### config.mk
export PLATFORM = sky130hd
export DESIGN_NAME = ntt_issue_ctrl
export DESIGN_NICKNAME = d
export VERILOG_FILES = /design/src/rtl/ntt_issue_ctrl.sv
export SDC_FILE = /design/constraint.sdc
export NUM_CORES = 1
export LEC_CHECK = 0
export ABC_AREA = 1
export CAP_MARGIN = 20
export CORE_ASPECT_RATIO = 0.5
export CORE_MARGIN = 2
export CORE_UTILIZATION = 45
export DETAILED_ROUTE_END_ITERATION = 12
export PLACE_DENSITY = 0.63
export SLEW_MARGIN = 20
export SYNTH_ARGS = -nofsm -noshare
export SYNTH_HDL_FRONTEND = slang
export SYNTH_SLANG_ARGS = --single-unit
### constraint.sdc
create_clock -name clk -period 4.72 [get_ports clk]
set_input_delay 0.944 -clock clk [delete_from_list [all_inputs] [get_ports clk]]
set_output_delay 0.944 -clock clk [all_outputs]
set_load 0.005 [all_outputs]
### src/rtl/ntt_issue_ctrl.sv
// NTT butterfly issue controller: walks stages/butterflies, issues
// operand reads and replays their addresses as PE write-backs.
module ntt_issue_ctrl #(
  parameter int LOG_N  = 9,
  parameter int RD_LAT = 1,
  parameter int PE_LAT = 6
) (
  input  logic             clk,
  input  logic             rst,
  input  logic             start,
  input  logic             mode,
  output logic             rd_en,
  output logic [LOG_N-1:0] rd_addr_u,
  output logic [LOG_N-1:0] rd_addr_v,
  output logic [LOG_N-1:0] tw_addr,
  output logic             sel,
  output logic             wr_en,
  output logic [LOG_N-1:0] wr_addr_sum,
  output logic [LOG_N-1:0] wr_addr_diff,
  output logic             busy,
  output logic             done
);

  localparam int KW  = LOG_N - 1;
  localparam int SW  = $clog2(LOG_N + 1);
  localparam int DLY = RD_LAT + PE_LAT;
  localparam int DCW = $clog2(DLY + 1);

  localparam logic [SW-1:0] LAST_S = SW'(LOG_N - 1);
  localparam logic [SW-1:0] LOG_V  = SW'(LOG_N);
  localparam logic [KW-1:0] LAST_K = '1;
  localparam logic [DCW-1:0] LAST_D = DCW'(DLY - 1);
  localparam logic [LOG_N-1:0] HALF_V = {1'b1, {(LOG_N-1){1'b0}}};
  localparam logic [LOG_N-1:0] ONE_V  = {{(LOG_N-1){1'b0}}, 1'b1};

  typedef enum logic [1:0] {
    IDLE,
    RUN,
    DRAIN,
    FIN
  } state_t;

  state_t         state_q, state_d;
  logic [SW-1:0]  s_q, s_d;
  logic [KW-1:0]  k_q, k_d;
  logic [DCW-1:0] dc_q, dc_d;
  logic           sel_q, sel_d;

  logic [DLY-1:0] wv_q, wv_d;
  logic [LOG_N-1:0] wu_q [DLY];
  logic [LOG_N-1:0] wu_d [DLY];
  logic [LOG_N-1:0] wd_q [DLY];
  logic [LOG_N-1:0] wd_d [DLY];

  logic [LOG_N-1:0] k_ext, len, g;
  logic [LOG_N-1:0] u_c, v_c, tw_c;
  logic [SW-1:0]    sh_g, sh_u;
  logic             run;

  // Address generation straight from the stage/butterfly counters
  always_comb begin
    k_ext = {1'b0, k_q};
    len   = HALF_V >> s_q;
    sh_g  = LAST_S - s_q;
    sh_u  = LOG_V - s_q;
    g     = k_ext >> sh_g;
    u_c   = (g << sh_u) | (k_ext & (len - ONE_V));
    v_c   = u_c + len;
    tw_c  = (ONE_V << s_q) + g;
  end

  assign run       = (state_q == RUN);
  assign rd_en     = run;
  assign rd_addr_u = run ? u_c : '0;
  assign rd_addr_v = run ? v_c : '0;
  assign tw_addr   = run ? tw_c : '0;
  assign sel       = sel_q;
  assign busy      = run || (state_q == DRAIN);
  assign done      = (state_q == FIN);

  always_comb begin
    state_d = state_q;
    s_d     = s_q;
    k_d     = k_q;
    dc_d    = dc_q;
    sel_d   = sel_q;
    unique case (state_q)
      IDLE: begin
        if (start) begin
          state_d = RUN;
          sel_d   = mode;
          s_d     = '0;
          k_d     = '0;
        end
      end
      RUN: begin
        k_d = k_q + 1'b1;
        if (k_q == LAST_K) begin
          k_d     = '0;
          dc_d    = '0;
          state_d = DRAIN;
        end
      end
      DRAIN: begin
        dc_d = dc_q + 1'b1;
        if (dc_q == LAST_D) begin
          dc_d = '0;
          if (s_q == LAST_S) begin
            s_d     = '0;
            state_d = FIN;
          end else begin
            s_d     = s_q + 1'b1;
            state_d = RUN;
          end
        end
      end
      FIN: state_d = IDLE;
      default: state_d = IDLE;
    endcase
  end

  // Write-back replays the issued pair once operands clear RAM and PE
  always_comb begin
    wv_d[0] = rd_en;
    wu_d[0] = rd_addr_u;
    wd_d[0] = rd_addr_v;
    for (int i = 1; i < DLY; i++) begin
      wv_d[i] = wv_q[i-1];
      wu_d[i] = wu_q[i-1];
      wd_d[i] = wd_q[i-1];
    end
  end

  assign wr_en        = wv_q[DLY-1];
  assign wr_addr_sum  = wu_q[DLY-1];
  assign wr_addr_diff = wd_q[DLY-1];

  always_ff @(posedge clk or negedge rst) begin
    if (!rst) begin
      state_q <= IDLE;
      s_q     <= '0;
      k_q     <= '0;
      dc_q    <= '0;
      sel_q   <= 1'b0;
      wv_q    <= '0;
      for (int i = 0; i < DLY; i++) begin
        wu_q[i] <= '0;
        wd_q[i] <= '0;
      end
    end else begin
      state_q <= state_d;
      s_q     <= s_d;
      k_q     <= k_d;
      dc_q    <= dc_d;
      sel_q   <= sel_d;
      wv_q    <= wv_d;
      for (int i = 0; i < DLY; i++) begin
        wu_q[i] <= wu_d[i];
        wd_q[i] <= wd_d[i];
      end
    end
  end

endmodule

==> Yosys cells after proc, flatten, opt, wreduce, memory -nomap -nowiden <==
Index checks and enable logic that the tools add are counted.
{ "word_totals": {"reg_bits": 151, "input_bits": 4, "output_inout_bits": 50, "elab_cells": 71} }
{ "classes": {"add_sub_neg": 8, "eq_ne": 9, "shifts": 4, "mux": 18, "bitwise": 2, "n_reduce_logical": 10} }
{ "ops": {"columns": ["operator", "count"], "rows": [
  ["9-bit two-way mux", 3],
  ["9-bit adder", 2],
  ["8-bit two-way mux", 2],
  ["8-bit case mux with 2 select lines", 1],
  ["4-bit two-way mux", 3],
  ["8-bit by 9-bit bitwise AND with 9-bit output", 1],
  ["9-bit OR", 1],
  ["1-bit by 4-bit left shift with 9-bit output, first input constant", 1],
  ["9-bit by 4-bit left shift with 9-bit output", 1],
  ["8-bit by 4-bit >> shifter with 9-bit output", 1],
  ["9-bit by 4-bit >> shifter with 9-bit output, first input constant", 1],
  ["9-bit by 1-bit subtractor with 9-bit output, second input constant", 1],
  ["8-bit by 1-bit adder with 8-bit output, second input constant", 1],
  ["8-bit == test, second input constant", 1],
  ["2-bit two-way mux", 4],
  ["2-bit case mux with 4 select lines", 1],
  ["4-bit case mux with 2 select lines", 1],
  ["4-bit subtractor, first input constant", 2],
  ["3-bit two-way mux", 2],
  ["3-bit case mux with 2 select lines", 1],
  ["2-bit AND reduction", 3],
  ["3-bit AND reduction", 2],
  ["2-bit nonzero test", 3],
  ["4-bit by 1-bit adder with 4-bit output, second input constant", 1],
  ["other kinds (9)", 11]
]} }

==> Longest topological paths before layout <==
{ "logic_depth": {"ltp_word": 6, "depth_mapped": 26, "mapped_depth_nobuf": 23} }

==> Worst setup path before layout <==
Ideal clock, no wire load.
{ "synth_path": {"kind": "flip-flop to output port", "startpoint": "register s_q[1]", "endpoint": "output port rd_addr_v[8]", "arrival_time_ns": 3.639, "required_time_ns": 3.776, "path_slack_ns": 0.137, "path_stages_with_launch": 25, "path_buffers": 3, "path_cell_list": "dfrtp_1 > buf_2 > inv_1 > buf_2 > ha_1 > ha_1 > inv_1 > o211ai_2 > nand2_1 > nor2_2 > nand4_1 > o21ai_1 > ha_1 > fa_1 > nand2_1 > inv_1 > o21ai_0 > nand2_1 > nand2_1 > o311ai_0 > xor2_1 > nand2_1 > nand2_1 > nor2_2 > buf_4"} }
{ "synth_lines": {"columns": ["item", "line", "text"], "rows": [
  ["start: declaration", "44", "logic [SW-1:0] s_q, s_d;"],
  ["start signal: assignment", "141", "s_q <= '0;"],
  ["start signal: assignment", "152", "s_q <= s_d;"],
  ["end: declaration", "14", "output logic [LOG_N-1:0] rd_addr_v,"]
]} }

==> Worst setup path after layout <==
{ "layout_path": {"startpoint": "register s_q[0]", "endpoint": "output port rd_addr_v[6]"} }
{ "layout_between": {"elab_chain_len": 6, "elab_cells_between_ends": 10, "classes_between": "add/sub (4); shift (3); mux (1); bitwise (2)"} }
{ "layout_lines": {"columns": ["item", "line", "text"], "rows": [
  ["4-bit subtractor or 9-bit by 4-bit >> shifter with 9-bit output (tied branches)", "64, 63", null],
  ["8-bit by 4-bit >> shifter with 9-bit output or 9-bit by 1-bit subtractor with 9-bit output (tied branches)", "66, 67", null],
  ["9-bit by 4-bit left shift with 9-bit output or 8-bit by 9-bit bitwise AND with 9-bit output (tied branches)", "67", "u_c = (g << sh_u) | (k_ext & (len - ONE_V));"],
  ["9-bit OR", "67", null],
  ["9-bit adder (*)", "68", "v_c = u_c + len;"],
  ["9-bit two-way mux (*)", "75", "assign rd_addr_v = run ? v_c : '0;"]
]} }
Every way passes the cells marked *; elsewhere a longest branch is shown, timed or not.

==> impl_summary.txt <==
----------------------------------------------------
[Run status]
  Outcome ... completed

[Global route]
  Number of antenna violations at the first check in global routing ... 0
  Global-route total usage across every layer ... 0.1882
  Global-route wire length before repair ... between 20000 and 25000 um
  Via count of the first global-routing pass ... 4237
  Maximum number of pins on one net before global-route repair ... 92
  Overall overflow remaining after global route ... 0

[Worst setup path]
  Worst-path maximum fanout ... 4
  Crit path capture type ... primary output
  Reg2Reg Depth ... 22
  Worst Setup Path Type ... reg2out
  Crit path DAT ... 3.59 ns
  Worst reg-to-reg setup slack ... 1.49 ns
  R2R Path End ... wd_d[51]
  Sort of element at the start of the critical path ... flop
  Startpoint of the lowest-slack register-to-register path ... s_q[0]
  Required time of the critical path ... about 3.8 ns

[Floorplanning]
  Die Area ... 15050 sq um
  Core Region ... 13630 sq um
  DIE WIDTH ... 171.5 um
  Effective utilization at floorplan ... 0.4635
  I/O pin cnt ... 54
  Number of rows created at floorplan ... 30
  Die Span Y ... 87.77 um

[Pwr]
  Net switching share of the total power ... 0.2193
  Sequential group share of total power ... 0.492
  Total leakage power ... 3.771 nW
  Overall Power ... about 2.6 mW
  Power density over the cells ... 333.7 nW/um^2
  Net switching power figure ... just under 600 uW
  Internal power component ... 2.055 mW
  Part of the total power dissipated in the clock network ... 0.498
  Combinational cell fraction of total power ... 0.010
  Highest ir drop seen on vdd ... 0.2272 mV

[Placement]
  Setup slack after placement ... -0.02381 ns
  Count of buffers inserted at the top-level ports ... 53
  Placer's final routability congestion estimate ... roughly 0.86
  Placed Instance Area ... ~7100 sq um
  Final HPWL DP ... 9102 um
  Post-placement cell count ... about 840

[Timing]
  Achievable clock frequency ... 0.2203 GHz
  Worst-Margin Slew ... 0.7927 ns
  Crit path time final ... 4.539 ns
  Final Max Tran Viols ... 0
  Hold Fails Final Rpt ... 0
  Post-layout worst setup margin ... roughly 0.18 ns
  Ratio of final minimum period to clock period ... 0.9616
  Post-Route Setup TNS ... 0 ns
  Setup clock skew after layout ... approximately 0.019 ns
  Max_slew headroom ... 0.4715
  Post-route worst hold slack ... 0.3332 ns
  Final setup fails ... 0
  Unrepaired setup endpoints after global routing ... true

[Synthesis]
  Cells after synthesis ... 596
  Top post-synthesis cells by count ... 151 x sky130_fd_sc_hd__dfrtp_1, 97 x sky130_fd_sc_hd__nand2_1, 55 x sky130_fd_sc_hd__inv_1
  Top cells by area, synth ... sky130_fd_sc_hd__dfrtp_1 60%, sky130_fd_sc_hd__ha_1 5.9%, sky130_fd_sc_hd__nand2_1 5.8%
  Most used flip-flop cell after synthesis ... sky130_fd_sc_hd__dfrtp_1
  Count of state elements after synthesis ... 151
  Avg Cell Area, Syn ... 10.60 sq um
  Proportion of synthesized chip area in sequential cells ... 0.5984
  Count of cell types in the netlist ... 42
  Cell with the most instances after synthesis ... sky130_fd_sc_hd__dfrtp_1
  Post-synth net total ... 632
  Synth async-reset ratio ... 1.000
  Area share of the largest cell type after synthesis ... 0.5984
  Leading area contributor after synthesis ... sky130_fd_sc_hd__dfrtp_1
  Syn. warnings ... 0
  Synth Cell Area ... 6315 sq um
  EDFF count, synth ... 0

[Clock network]
  Root buffer cell ... sky130_fd_sc_hd__clkbuf_16
  Number of clock sinks seen by CTS ... 151
  Depth of the CTS H-tree ... 4
  Number of buffers added by the clock tree synthesis step ... 17
  CTS tree ... done
  Quantity of hold-fixing buffers added after cts ... 0
  CTS clk-pin slew, worst paths ... ~0.070 ns
  Insertion delay of the later-clocked pin in the worst-skew pair ... 0.41 ns
  Longest Clk Path Bufs ... 2

[Layout]
  Fraction of final layout cells sized beyond drive strength 1 ... 0.2325
  Area of the multi-input gates ... about 2200 sq um
  Total inserted antenna cells ... 0
  Final cell count without fillers ... 876
  Filler cells ... about 1200
  Final net count ... 708
  Layout-stage area growth over the synthesis result ... 24.89%
  Combined flip-flop and latch cell area ... 3779 sq um
  Final design utilization ... 0.5788
  Cell area after layout ... 7886 sq um

[Hold path]
  Hold path start ... wu_d[50]
  Worst Hold Path Cells ... 0
  Worst hold path type ... reg2reg
  Min-Delay Endpoint ... wu_d[41]

[Route]
  DRC violations left ... 0
  Routed via count ... 4199
  Routed wirelength normalized by instance count ... 14.78 um
  Residual antenna-violating net count after detailed routing ... 0
  Vias per cell ... 4.793
  First drt pass iteration count ... 4
  Total routed wirelength ... 12950 um
  Initial DRC count ... 236

[Flow run]
  Reported max-cap violation count ... 0

----------------------------------------------------
==> timing repair <==
item	CTS	global route
gates resized for setup	10	49
endpoints found under the setup margin	5	9
pin swaps	3	12
buffers inserted	2	6
==> cell families (layout without fill, tap and decap cells) <==
| logic type | count (synthesis) | in the layout | share of synthesized area |
|---|---|---|---|
| AOI/OAI and AO/OA | 83 | 83 | 0.07391 |
| xor gates and xnor gates | 4 | 4 | 0.005547 |
| adders and majority gates | 32 | 32 | 0.06578 |
| buffers and inverters | 95 | 183 | 0.07371 |
| DFF | 151 | 151 | 0.5984 |
| and+or+nand+nor | 231 | 231 | 0.1827 |
==> layer usage <==
layer / wire length [um] / vias up / global-route usage
met5: 0 / - / 0
met3: 412 / 10 / 0.03434
met4: 110 / 0 / 0.04931
met2: 6097 / 83 / 0.3143
met1: 6329 / 2032 / 0.2576
li1: - / 2074 / -
==> power groups by stage <==
stage | Sequential [mW] | Clock, mW | Combinational [mW]
after global placement | 1.32 | 0 | 0.0280
after CTS | 1.29 | 1.35 | 0.0288
after floorplan | 1.32 | 0 | 0.00000590
after detailed placement | 1.32 | 0 | 0.0287
after global routing | 1.29 | 1.41 | 0.0334
final | 1.29 | 1.31 | 0.0268
==> state kept, by name, indices dropped and copies added (netlist names) <==
register and cells:
dc_q 3, k_q 8, s_q 4, sel 1, state_q 2, wd_d 54, wr_addr_diff 9, wr_addr_sum 9
wu_d 54, wv_q 7
==> worst max-delay path by stage <==
stage / from / end / slack, ns / depth (start not counted)
floorplan: s_q[1] / rd_addr_v[8] / 0.14 / 24
global route: s_q[0] / rd_addr_v[6] / -0.07 / 24
CTS: s_q[1] / rd_addr_v[8] / -0.26 / 22
global placement: s_q[1] / rd_addr_v[8] / 0.07 / 20
detailed placement: s_q[1] / rd_addr_v[8] / -0.02 / 20
finish: s_q[0] / rd_addr_v[6] / 0.18 / 22
==> final cells by class <==
type                    count  share of cell area
clock buffers              18             0.05569
inverters                  66             0.03237
well taps                 192             0.03046
multi-input cells         350              0.2837
flip-flops and latches    151              0.4791
repair buffers             86              0.1012
clock inverters            13             0.01745
==> worst max-delay path: stages, from the launching register on <==
cell                      delay (ns)
sky130_fd_sc_hd__dfrtp_1        0.40
sky130_fd_sc_hd__inv_2          0.08
sky130_fd_sc_hd__ha_4           0.17
sky130_fd_sc_hd__ha_4           0.27
sky130_fd_sc_hd__buf_4          0.13
sky130_fd_sc_hd__nand3_2        0.09
sky130_fd_sc_hd__nand2_2        0.09
sky130_fd_sc_hd__nor2_2         0.04
sky130_fd_sc_hd__nand4_1        0.08
sky130_fd_sc_hd__o21ai_2        0.07
sky130_fd_sc_hd__ha_2           0.20
sky130_fd_sc_hd__fa_2           0.34
sky130_fd_sc_hd__nand2_1        0.06
sky130_fd_sc_hd__inv_1          0.06
sky130_fd_sc_hd__o21ai_2        0.11
sky130_fd_sc_hd__nand2_1        0.09
sky130_fd_sc_hd__buf_4          0.15
sky130_fd_sc_hd__nand2_1        0.05
sky130_fd_sc_hd__nand2_1        0.06
sky130_fd_sc_hd__a21oi_2        0.17
sky130_fd_sc_hd__o21ai_0        0.11
sky130_fd_sc_hd__a21oi_1        0.20
sky130_fd_sc_hd__buf_2          0.15
==> cells in the final DEF (no fill, tap or decap), drive strengths merged, types with 27 or more instances in the layout <==
cell type      synthesis  final
dfrtp                151    151
nand2                117    117
inv                   66     74
nand3                 49     49
clkdlybuf4s50          0     48
nor2                  48     48
a21oi                 42     42
buf                   27     35
ha                    30     30
o21ai                 27     27
(Power assumes the default switching activity.)
